File: src/rtl/pipe_stage_elastic.sv
// Elastic pipeline register carrying opaque ctrl/data bundles between two stages.
// Latency: 1 cycle in to out; full throughput of one entry per cycle.
// Backpressure: one-entry skid buffer, o_ready is registered (no i_ready->o_ready path).
//
// Ports:
//   i_clk, i_reset      clock, synchronous active-high reset
//   i_flush             synchronous flush, drops held and incoming entries
//   i_valid/o_ready     upstream handshake, i_ctrl/i_data upstream bundles
//   o_valid/i_ready     downstream handshake, o_ctrl/o_data downstream bundles
//   o_stall_cnt         cycles with o_valid & ~i_ready (only with PIPE_STAGE_STATS_EN)
//   o_bubble_cnt        cycles with ~o_valid            (only with PIPE_STAGE_STATS_EN)
//
// Optional feature macro: PIPE_STAGE_STATS_EN (saturating 16-bit stall/bubble counters).
module pipe_stage_elastic #(
    parameter int                CTRL_W   = 16,
    parameter int                DATA_W   = 128,
    parameter logic [CTRL_W-1:0] CTRL_RST = {CTRL_W{1'b0}}
) (
    input  logic              i_clk,
    input  logic              i_reset,
    input  logic              i_flush,
    input  logic              i_valid,
    output logic              o_ready,
    input  logic [CTRL_W-1:0] i_ctrl,
    input  logic [DATA_W-1:0] i_data,
    output logic              o_valid,
    input  logic              i_ready,
    output logic [CTRL_W-1:0] o_ctrl,
    output logic [DATA_W-1:0] o_data
`ifdef PIPE_STAGE_STATS_EN
    ,
    output logic [15:0]       o_stall_cnt,
    output logic [15:0]       o_bubble_cnt
`endif
);

    typedef enum logic [1:0] {
        ST_EMPTY = 2'd0,
        ST_FULL  = 2'd1,
        ST_SKID  = 2'd2
    } state_t;

    state_t            state, state_nxt;
    logic              ready_q;
    logic              valid_q;
    logic [CTRL_W-1:0] main_ctrl, skid_ctrl;
    logic [DATA_W-1:0] main_data, skid_data;

    logic accept, emit;
    logic load_main_in, load_main_skid, load_skid_in;

    assign accept = i_valid & ready_q;
    assign emit   = valid_q & i_ready;

    always_comb begin
        state_nxt      = state;
        load_main_in   = 1'b0;
        load_main_skid = 1'b0;
        load_skid_in   = 1'b0;
        if (i_flush) begin
            // Any emit this cycle still completes downstream; everything held
            // or offered is dropped.
            state_nxt = ST_EMPTY;
        end else begin
            unique case (state)
                ST_EMPTY: begin
                    if (accept) begin
                        load_main_in = 1'b1;
                        state_nxt    = ST_FULL;
                    end
                end
                ST_FULL: begin
                    if (accept && emit) begin
                        load_main_in = 1'b1;
                    end else if (accept) begin
                        load_skid_in = 1'b1;
                        state_nxt    = ST_SKID;
                    end else if (emit) begin
                        state_nxt    = ST_EMPTY;
                    end
                end
                ST_SKID: begin
                    // ready_q is low here, so no accept can coincide.
                    if (emit) begin
                        load_main_skid = 1'b1;
                        state_nxt      = ST_FULL;
                    end
                end
                default: state_nxt = ST_EMPTY;
            endcase
        end
    end

    always_ff @(posedge i_clk) begin
        if (i_reset) begin
            state     <= ST_EMPTY;
            ready_q   <= 1'b1;
            valid_q   <= 1'b0;
            main_ctrl <= CTRL_RST;
            main_data <= '0;
            skid_ctrl <= CTRL_RST;
            skid_data <= '0;
        end else begin
            state   <= state_nxt;
            // Handshake outputs are registered copies of the next state.
            ready_q <= (state_nxt != ST_SKID);
            valid_q <= (state_nxt != ST_EMPTY);
            if (load_main_in) begin
                main_ctrl <= i_ctrl;
                main_data <= i_data;
            end else if (load_main_skid) begin
                main_ctrl <= skid_ctrl;
                main_data <= skid_data;
            end
            if (load_skid_in) begin
                skid_ctrl <= i_ctrl;
                skid_data <= i_data;
            end
        end
    end

    assign o_ready = ready_q;
    assign o_valid = valid_q;
    // Control is forced to the no-op encoding whenever nothing is presented.
    assign o_ctrl  = valid_q ? main_ctrl : CTRL_RST;
    assign o_data  = main_data;

`ifdef PIPE_STAGE_STATS_EN
    logic [15:0] stall_cnt, bubble_cnt;

    // Counters survive flush; only reset clears them.
    always_ff @(posedge i_clk) begin
        if (i_reset) begin
            stall_cnt  <= '0;
            bubble_cnt <= '0;
        end else begin
            if (valid_q && !i_ready && stall_cnt != 16'hFFFF) begin
                stall_cnt <= stall_cnt + 16'd1;
            end
            if (!valid_q && bubble_cnt != 16'hFFFF) begin
                bubble_cnt <= bubble_cnt + 16'd1;
            end
        end
    end

    assign o_stall_cnt  = stall_cnt;
    assign o_bubble_cnt = bubble_cnt;
`endif

endmodule

File: config.mk
export PLATFORM = sky130hd
export DESIGN_NAME = pipe_stage_elastic
export DESIGN_NICKNAME = d
export VERILOG_FILES = /design/src/rtl/pipe_stage_elastic.sv
export SDC_FILE = /design/constraint.sdc
export NUM_CORES = 1
export LEC_CHECK = 0
export BUFFER_PORTS_ARGS = -buffer_cell sky130_fd_sc_hd__buf_2
export CORE_ASPECT_RATIO = 0.5
export CORE_MARGIN = 1.5
export CORE_UTILIZATION = 58
export DETAILED_ROUTE_END_ITERATION = 8
export GPL_ROUTABILITY_DRIVEN = 0
export PLACE_DENSITY_LB_ADDON = 0.3
export SYNTH_ARGS = -nofsm -noshare
export SYNTH_HDL_FRONTEND = slang
export SYNTH_SLANG_ARGS = --single-unit
File: constraint.sdc
create_clock -name i_clk -period 4.3 [get_ports i_clk]
set_input_delay 0.86 -clock i_clk [delete_from_list [all_inputs] [get_ports i_clk]]
set_output_delay 0.86 -clock i_clk [all_outputs]
set_load 0.02 [all_outputs]
==> results.toml <==
[run_status]
status = "finished, final reports clean"

[layout]
fin_nets = 1684
drive_gt1_share_pct = 28.45
num-fill-cells = 1567
fin_area_um2 = 14590
area_growth_pct = 16.98

[cts]
cts_resized = 0
clock_latency_ns = 0.51
path_clk_slew_ns = 0.07
htreeDepth = 1
post_cts_buffers = 0
cts_root_buffer = "clkbuf_16"
cts.path.max_buffers = 3
cts_tree = "done"
numClockSinks = 292
cts_made_buffers = 25
hold_buffers = 0

[synth]
synthesis.nets = 1479
synth_area_um2 = 12470
syn_avg_cell_area_um2 = 9.378
synthTopCellsByArea = "dfxtp_1, mux2i_1, a221oi_2, nand2_1, a21oi_1"
syn_inst = 1330
synth_top_area_share_pct = 46.87
yosysUniqueCellTypes = 28
synth_seq_cells = 292
yosysWarnings = 0
yosys.area.top_type = "dfxtp_1"
seq_area_frac_synth_pct = 46.87

[global_route]
grt.total_usage_pct = 28.07
grt_pass1_wl_um = 51760
grt_max_degree = 134
grt_pass1_vias = 10558
overflow = 0
antenna_found_initial = 5

[power]
ir_worst_vdd_mv = 0.2255
p_leak_nw = 5.521
p_per_area_nw_per_um2 = 406.2

[die]
start_util_pct = 59.87
ios = 295
rows = 37
die_area_um2 = 22450
core_um2 = 20830
die_height_um = 106.7
die_width_um = 210.4

[detailed_routing]
drt_iter0_markers = 874
routed-via-count = 10661
dr.pass1.iters = 6
drcViolationCount = 0
wl_um = 32880
avgViaCountPerCell = 5.829
ant_nets = 0
routedWlPerCell_um = 17.98

[worst_setup_path]
worstPathRequired_ns = 4.73
crit_type = "flop to flop"
r2r_end = "skid_data[117]$_SDFFE_PP0P_"
critical_path.startpoint = "o_valid$_SDFF_PP0_"
crit_path_start_kind = "flop"
endpoint = "skid_data[117]$_SDFFE_PP0P_"
ff2ff_path_depth = 5
reg2reg_slack_ns = 1.50
worst_ep_arrival_time_ns = 3.23
crit_fanout = 80
reg2reg_from = "o_valid$_SDFF_PP0_"
critPathCaptureType = "flop"

[timing]
setup_viol = 0
period_needed_ns = 2.801
relSlewSlack_pct = 32.87
fmaxAchievable_ghz = 0.3570
worst_slew_pin_slew_ns = 1.007
finalCritPeriodShare_pct = 65.14
rsz0062_at_grt = "false"
finalHoldViolCount = 0
setup-tns-final_ns = 0
skew_ns = 0.007293
slew_violations = 0

[run]
maxCapViolations = 0

[placed_design]
hpwl_um = 20510
numPortBuffers = 294
placed_area_um2 = 13800

[min_path]
hold_path_class = "flop to flop"
hold_depth = 2
[cell usage after synthesis]
master,n
dfxtp_1,292
nand2_1,291
a21oi_1,147
nor2_1,146
mux2i_1,145
a221oi_2,90
clkbuf_1,64
a221oi_1,51
buf_2,31
buf_6,20
and2_1,17
buf_4,12
a211oi_1,3
buf_1,3
nor3_2,3
o21a_1,2
or3_1,2
a211o_1,1
a21bo_2,1
a21boi_1,1
inv_1,1
nand2b_1,1
nand3b_4,1
nor2b_1,1
nor3_1,1
nor4_1,1
o31ai_2,1
or4_1,1
[worst max-delay path, stage by stage (launching register included)]
cell and delay [ns]:
dfxtp_1 0.75, a21bo_2 0.30, or3_4 0.78, buf_4 0.52, nand2_1 0.09, a21oi_1 0.17
[registers in the layout (all words and copies together) (netlist names)]
| name | flops |
|---|---|
| skid_ctrl | 16 |
| o_ready | 1 |
| skid_data | 128 |
| o_data | 128 |
| o_valid | 1 |
| main_ctrl | 16 |
| state | 2 |
[kinds of logic (layout without fill, tap and decap cells)]
| kind of cell | Yosys count | count (layout) | share of synthesized area, % |
|---|---|---|---|
| DFF | 292 | 292 | 46.87 |
| and+or+nand+nor | 465 | 465 | 14.76 |
| buffers and inverters | 131 | 351 | 5.818 |
| AOI/OAI and AO/OA | 297 | 297 | 20.92 |
| muxes | 145 | 145 | 11.64 |
| other | 0 | 6 | 0 |
[per-stage QoR]
stage	hold slack [ns]	std cells	util (%)	setup WS, ns	power [mW]
CTS	0.4546	1823	69.97	1.555	5.954
global placement	0.4405	1781	66.22	1.401	3.739
finish	0.4528	1829	70.04	1.499	5.928
detailed placement	0.4456	1781	66.22	1.336	3.771
global route	0.4677	1827	70.02	1.386	6.124
floorplan	0.4357	1330	-	2.142	3.504
[cell usage in the layout (no fill, tap or decap)]
| cell type | n |
|---|---|
| a221oi_1 | 51 |
| o21a_1 | 2 |
| clkbuf_8 | 3 |
| buf_4 | 8 |
| clkinv_2 | 4 |
| or3_4 | 1 |
| a21bo_2 | 1 |
| nor4_1 | 1 |
| nand2b_1 | 1 |
| nor2_1 | 146 |
| clkinvlp_4 | 1 |
| or3_1 | 1 |
| nor2b_1 | 1 |
| clkbuf_16 | 25 |
| buf_2 | 293 |
| nand2_1 | 291 |
| or4_1 | 1 |
| dfxtp_1 | 292 |
| a21boi_1 | 1 |
| diode_2 | 6 |
| buf_8 | 1 |
| nand3b_4 | 1 |
| buf_12 | 6 |
| inv_1 | 1 |
| a221oi_2 | 90 |
| nor3_1 | 1 |
| clkbuf_1 | 7 |
| o31ai_4 | 1 |
| nor3_4 | 3 |
| and2_1 | 17 |
| a211oi_1 | 3 |
| a211o_4 | 1 |
| a21oi_1 | 147 |
| bufinv_16 | 2 |
| mux2i_1 | 145 |
[how the worst min path moves through the flow]
stage	end	slack, ns	startpoint
floorplan	skid_ctrl[0]$_SDFFE_PP0P_	0.44	skid_ctrl[0]$_SDFFE_PP0P_
global placement	skid_data[51]$_SDFFE_PP0P_	0.44	skid_data[51]$_SDFFE_PP0P_
detailed placement	skid_data[25]$_SDFFE_PP0P_	0.45	skid_data[25]$_SDFFE_PP0P_
CTS	skid_ctrl[0]$_SDFFE_PP0P_	0.45	skid_ctrl[0]$_SDFFE_PP0P_
global route	skid_ctrl[14]$_SDFFE_PP0P_	0.47	skid_ctrl[14]$_SDFFE_PP0P_
finish	skid_data[58]$_SDFFE_PP0P_	0.45	skid_data[58]$_SDFFE_PP0P_
[routing by layer]
metal	share of wire, %	GRT usage [%]	vias to the layer above
met5	0	0	-
met2	49	48.32	370
met3	5.8	4.716	61
li1	-	-	5077
met1	43	35.87	5153
met4	2.6	10.00	0
[power breakdown]
part	total [mW]	switching, mW	internal, mW
Clock	2.21	0.970	1.24
Combinational	0.826	0.518	0.308
Sequential	2.89	0.0669	2.82
Total	5.93	1.55	4.37
[layout make-up]
type | count | area [µm²] | area share, %
Multi-Input combinational cell | 907 | 5943 | 40.73
Sequential cell | 292 | 5846 | 40.06
Timing Repair Buffer | 308 | 1662 | 11.39
Clock buffer | 35 | 693.2 | 4.750
Tap cell | 273 | 341.6 | 2.341
Clock inverter | 7 | 87.58 | 0.6002
Antenna cell | 6 | 15.01 | 0.1029
Inverter | 1 | 3.754 | 0.02572
No activity file was read; power rests on OpenSTA's default activity.
